**src/rtl/fp_pkg.sv**
```systemverilog
// Shared types and constants for the half-precision float to int16 converter.
package fp_pkg;

  localparam int unsigned FLT_W        = 16;
  localparam int unsigned INT_W        = 16;
  localparam int unsigned SIGN_BIT     = 15;
  localparam int unsigned EXP_W        = 5;
  localparam int unsigned MAN_W_DEF    = 10;
  localparam int unsigned EXP_BIAS_DEF = 15;
  localparam int unsigned EXP_INFNAN   = 31;
  localparam int unsigned K_W          = 4;

  localparam logic [INT_W-1:0] INT_MAX = 16'h7FFF;
  localparam logic [INT_W-1:0] INT_MIN = 16'h8000;

  typedef enum logic [1:0] {
    IDLE,
    SHIFT,
    FIX
  } state_t;

  // Operand class decides how the FIX step selects the result
  typedef enum logic [1:0] {
    CLS_NORM,
    CLS_SAT,
    CLS_MIN
  } cls_t;

  typedef struct packed {
    cls_t             cls;
    logic [K_W-1:0]   k;
    logic             dir_right;
    logic [INT_W-1:0] mag;
    logic             inexact;
  } cls_res_t;

endpackage

```
**src/rtl/flt2int_classify.sv**
```systemverilog
// Combinational decode of a float operand into class, shift count/direction and start values.
module flt2int_classify
  import fp_pkg::*;
#(
  parameter int unsigned EXP_BIAS = EXP_BIAS_DEF,
  parameter int unsigned MAN_W    = MAN_W_DEF
) (
  input  logic [FLT_W-1:0] flt,
  output cls_res_t         res
);

  // Exponent at which the significand already sits at integer weight
  localparam logic [EXP_W-1:0] E_ONE   = EXP_W'(EXP_BIAS);
  localparam logic [EXP_W-1:0] E_UNITY = EXP_W'(EXP_BIAS + MAN_W);
  localparam logic [EXP_W-1:0] E_SAT   = EXP_W'(EXP_BIAS + INT_W - 1);

  logic             sign;
  logic [EXP_W-1:0] e;
  logic [MAN_W-1:0] m;

  assign sign = flt[SIGN_BIT];
  assign e    = flt[SIGN_BIT-1 -: EXP_W];
  assign m    = flt[MAN_W-1:0];

  // Classify by exponent range
  always_comb begin
    res.cls       = CLS_NORM;
    res.k         = '0;
    res.dir_right = 1'b0;
    res.mag       = INT_W'({1'b1, m});
    res.inexact   = 1'b0;
    if (e == '0) begin
      res.mag     = '0;
      res.inexact = (m != '0);
    end else if (e < E_ONE) begin
      res.mag     = '0;
      res.inexact = 1'b1;
    end else if (e >= E_SAT) begin
      // -2^15 is the only representable value at the saturation exponent
      if ((e != EXP_W'(EXP_INFNAN)) && sign && (m == '0)) begin
        res.cls = CLS_MIN;
      end else begin
        res.cls = CLS_SAT;
      end
    end else if (e < E_UNITY) begin
      res.dir_right = 1'b1;
      res.k         = K_W'(E_UNITY - e);
    end else if (e > E_UNITY) begin
      res.k = K_W'(e - E_UNITY);
    end
  end

endmodule

```
**src/rtl/flt2int_engine.sv**
```systemverilog
// Multi-cycle float16 to int16 converter (truncate toward zero) with start/done handshake.
module flt2int_engine
  import fp_pkg::*;
#(
  parameter int unsigned EXP_BIAS = EXP_BIAS_DEF,
  parameter int unsigned MAN_W    = MAN_W_DEF
) (
  input  logic             clk,
  input  logic             reset,
  input  logic             start,
  input  logic [FLT_W-1:0] flt_in,
  output logic             busy,
  output logic             done,
  output logic [INT_W-1:0] int_out,
  output logic             ovf,
  output logic             inexact
);

  state_t           state, state_d;
  cls_res_t         cls_c;
  cls_t             cls_q;
  logic             sign_q;
  logic             dir_q;
  logic [K_W-1:0]   k_q;
  logic [INT_W-1:0] mag_q;
  logic             sticky_q;
  logic             busy_d;
  logic             done_d;
  logic [INT_W-1:0] result_c;

  flt2int_classify #(
    .EXP_BIAS (EXP_BIAS),
    .MAN_W    (MAN_W)
  ) u_classify (
    .flt (flt_in),
    .res (cls_c)
  );

  // State register
  always_ff @(posedge clk) begin
    if (reset) begin
      state <= IDLE;
    end else begin
      state <= state_d;
    end
  end

  // Next state and handshake outputs; SHIFT tests the count before shifting,
  // so every operation spends at least one cycle there
  always_comb begin
    state_d = state;
    busy_d  = busy;
    done_d  = 1'b0;
    case (state)
      IDLE: begin
        if (start) begin
          state_d = SHIFT;
          busy_d  = 1'b1;
        end
      end
      SHIFT: begin
        if (k_q == '0) begin
          state_d = FIX;
        end
      end
      FIX: begin
        state_d = IDLE;
        busy_d  = 1'b0;
        done_d  = 1'b1;
      end
      default: state_d = IDLE;
    endcase
  end

  // Final result selection from the shifted magnitude
  always_comb begin
    case (cls_q)
      CLS_SAT: result_c = sign_q ? INT_MIN : INT_MAX;
      CLS_MIN: result_c = INT_MIN;
      default: result_c = sign_q ? (INT_W'(0) - mag_q) : mag_q;
    endcase
  end

  // Operand capture, one-bit-per-cycle shifter with sticky, and output registers
  always_ff @(posedge clk) begin
    if (reset) begin
      cls_q    <= CLS_NORM;
      sign_q   <= 1'b0;
      dir_q    <= 1'b0;
      k_q      <= '0;
      mag_q    <= '0;
      sticky_q <= 1'b0;
      busy     <= 1'b0;
      done     <= 1'b0;
      int_out  <= '0;
      ovf      <= 1'b0;
      inexact  <= 1'b0;
    end else begin
      busy <= busy_d;
      done <= done_d;
      case (state)
        IDLE: begin
          if (start) begin
            sign_q   <= flt_in[SIGN_BIT];
            cls_q    <= cls_c.cls;
            dir_q    <= cls_c.dir_right;
            k_q      <= cls_c.k;
            mag_q    <= cls_c.mag;
            sticky_q <= cls_c.inexact;
          end
        end
        SHIFT: begin
          if (k_q != '0) begin
            k_q <= k_q - K_W'(1);
            if (dir_q) begin
              mag_q    <= mag_q >> 1;
              sticky_q <= sticky_q | mag_q[0];
            end else begin
              mag_q <= mag_q << 1;
            end
          end
        end
        FIX: begin
          int_out <= result_c;
          ovf     <= (cls_q == CLS_SAT);
          inexact <= sticky_q;
        end
        default: ;
      endcase
    end
  end

endmodule

```
**config.mk**
```make
export PLATFORM = sky130hd
export DESIGN_NAME = flt2int_engine
export DESIGN_NICKNAME = d
export VERILOG_FILES = /design/src/rtl/fp_pkg.sv /design/src/rtl/flt2int_classify.sv /design/src/rtl/flt2int_engine.sv
export SDC_FILE = /design/constraint.sdc
export NUM_CORES = 1
export LEC_CHECK = 0
export ABC_CLOCK_PERIOD_IN_PS = 2500
export CAP_MARGIN = 20
export CELL_PAD_IN_SITES_DETAIL_PLACEMENT = 1
export CELL_PAD_IN_SITES_GLOBAL_PLACEMENT = 2
export CORE_MARGIN = 5
export CORE_UTILIZATION = 33
export DETAILED_ROUTE_END_ITERATION = 10
export PLACE_DENSITY = 0.84
export SKIP_LAST_GASP = 1
export SLEW_MARGIN = 20
export SYNTH_ARGS = -nofsm -noshare
export SYNTH_HDL_FRONTEND = slang
export SYNTH_SLANG_ARGS = --single-unit
```
**constraint.sdc**
```tcl
create_clock -name clk -period 2.5 [get_ports clk]
set_input_delay 0.5 -clock clk [delete_from_list [all_inputs] [get_ports clk]]
set_output_delay 0.5 -clock clk [all_outputs]
set_load 0.005 [all_outputs]
```
==> metrics <==
H-Tree Depth 2; initial detailed-routing violation count 127; CTS max path bufs 2; ant diodes 0; area delta synth->final 19.7%; Vias/cell 5.64; hold depth 2; Worst path slowest cell or4_1; Synth top area share 30.9%; core area 9110 um^2; clock-pin slew on the worst setup and hold paths 0.09 ns; Die Footprint 11200 um^2; Placer Congestion 0.806; Starting Density ~33%; nets 437; Async S/R FF share, synth 0%; Main synth FF type dfxtp_1; syn nets 403; final-report hold violation count 0; top cells by area, synth dfxtp_1, mux2i_1, ha_1, a21oi_1, nor2_1; placed cell count 511; routed len/inst 17.9 um; crit path max fanout 2; DIE HEIGHT 106 um; final WL 9250 um; CP cell instances clkdlybuf4s50_1 -> or4_1 -> nor4_1 -> nand3_1 -> a32o_1; Max-Cap Viols 0; global route total overflow 0; Design Area, Final about 3600 um^2; reg-to-reg endpoint int_out[14]$_SDFFE_PP0P_; critical path launch point type primary input; setup bufs post-CTS 0; WP buf/inv 1; Worst Hold End inexact$_SDFFE_PP0P_; endpoints failing setup 0; Fin Clk Skew 0.00561 ns; total power 2.44 mW; Min-Delay Path Class reg2reg; Worst setup EP type register; Yosys top cell by area dfxtp_1; crit-path max cell delay 0.52 ns; Layout Utilization 40.0%; worst skew pair latency 0.30 ns; hold_buf cts 0; largest net degree at the start of global routing 29; top-count cell post-synth dfxtp_1; initial antenna violation count 0; share of cells above drive strength 1 11.1%; relative slew slack 58.4%; dpl hpwl between 6000 and 7000 um; total global-route track usage 17.1%; CTS tree done; die span in x 106 um; RSZ-0062 raised after global routing no; R2R Setup Slk 0.37 ns; Max VDD drop 0.000283 V; highest clock rate 0.466 GHz; Sink Count 47; critical path data arrival time approximately 2.4 ns; final slew viol count 0; Antenna Nets Post-Route 0; CP Data Required Time 2.70 ns; vias approximately 2900; Tmin final between 2 and 2.5 ns; Synth warnings 0; hold path startpoint inexact$_SDFFE_PP0P_; Row Count 35; number of remaining DRC errors 0; Leakage 1.32 nW; Hold WS 0.462 ns; post-synthesis cell count 373; First-pass DRT Iterations 4; Non-Filler Instances 518; EDFF count, synth 0; FF-to-FF path depth 6; I/O Pins 39; Num CTS Buffers 5; number of library cell types mapped by synthesis 53; area of placed instances 3560 um^2; Seq/Total Area, Yosys slightly above 30%; IO buf count 38; worst r2r src mag_q[1]$_SDFFE_PP0P_; post-CTS resize count 0; fin crit share between 80% and 90%; status completed; synthesized cell area slightly above 3000 um^2; Power Density 669 nW/um^2; worst-margin pin slew 0.618 ns; Seq cells post-synth 47; synthesized area per cell approximately 8.2 um^2; first-pass GRT wire length 15800 um; CTS root buf clkbuf_8; number of global-route vias before repair 3139; Setup CP Type in2reg; CP delay by family, top simple AND/OR/NAND/NOR gates; most frequent cells after synthesis dfxtp_1, nor2_1, a21oi_1, nand2_1, o21ai_0
## layout make-up
class	count	area [um^2]
fill	1111	5460
multi-input combinational	276	1860
sequential	47	941
timing repair buffer	60	558
tap	111	139
clock buffer	6	82.6
inverter	17	63.8
clock inverter	1	5.00
## per-layer routing
metal	global-route usage [%]	part of all wire [%]
met5	0	0
met4	5.00	1.9
met3	3.28	3.7
met2	30.2	49
met1	21.0	45
## where the power goes
part / switching [mW] / internal (mW) / leakage, nW
registers: 0.132 / 0.852 / 0.384
logic: 0.543 / 0.428 / 0.892
clock network: 0.266 / 0.218 / 0.0470
## kinds of logic (layout without fill, tap and decap cells)
| kind of cell | Yosys count | count (layout) | share of synthesized area [%] |
|---|---|---|---|
| buffers and inverters | 50 | 84 | 8.22 |
| XOR/XNOR | 4 | 4 | 1.15 |
| adder cells (fa/ha/maj) | 11 | 11 | 4.52 |
| AO/OA/AOI/OAI | 102 | 102 | 22.9 |
| flip-flops | 47 | 47 | 30.9 |
| multiplexers | 27 | 27 | 9.33 |
| AND/OR/NAND/NOR | 132 | 132 | 23.0 |
## cells in the final DEF (no fill, tap or decap), types with 5 or more instances in the layout
master           count
buf_4               21
o221ai_1             5
clkbuf_8             6
a31oi_1              7
nand2b_1             7
dfxtp_1             47
nor2b_1              5
clkdlybuf4s50_1     38
a21oi_1             26
nand3_1             12
nand2_1             23
ha_1                11
o21ai_0             21
nor4_1               5
nor2_1              33
mux2i_1             16
nand4_1              5
mux2_2               9
o2111ai_1           13
and3_1               7
nor3_1              13
a211oi_1            13
inv_1               17
## stage by stage
| step | setup TNS [ns] | setup slack, ns |
|---|---|---|
| final | 0 | 0.353 |
| after global routing | 0 | 0.269 |
| after CTS | 0 | 0.326 |
| after detailed placement | -0.0196 | -0.0196 |
| after global placement | 0 | 0.0937 |
| after floorplan | 0 | 0.583 |
## tightest hold or removal path, cell delays in order (launching register included)
cell,delay (ns)
dfxtp_1,0.32
nand2_1,0.05
a21oi_1,0.05
## registers in the layout, indices dropped and copies added, names as in the netlist
register / count
inexact: 1
sticky_q: 1
cls_q: 2
done: 1
mag_q: 16
ovf: 1
busy: 1
sign_q: 1
dir_q: 1
int_out: 16
state: 2
k_q: 4
## how the worst max path moves through the flow
stage | start | to | slack, ns | cells past startpoint
after floorplan | mag_q[0]$_SDFFE_PP0P_ | int_out[14]$_SDFFE_PP0P_ | 0.58 | 8
after global placement | flt_in[0] | cls_q[0]$_SDFFE_PP0P_ | 0.09 | 5
after detailed placement | flt_in[0] | cls_q[0]$_SDFFE_PP0P_ | -0.02 | 5
after CTS | flt_in[0] | cls_q[0]$_SDFFE_PP0P_ | 0.33 | 5
after global routing | mag_q[1]$_SDFFE_PP0P_ | int_out[14]$_SDFFE_PP0P_ | 0.27 | 6
final | flt_in[0] | cls_q[0]$_SDFFE_PP0P_ | 0.35 | 5
No activity file was read; power rests on OpenSTA's default activity.
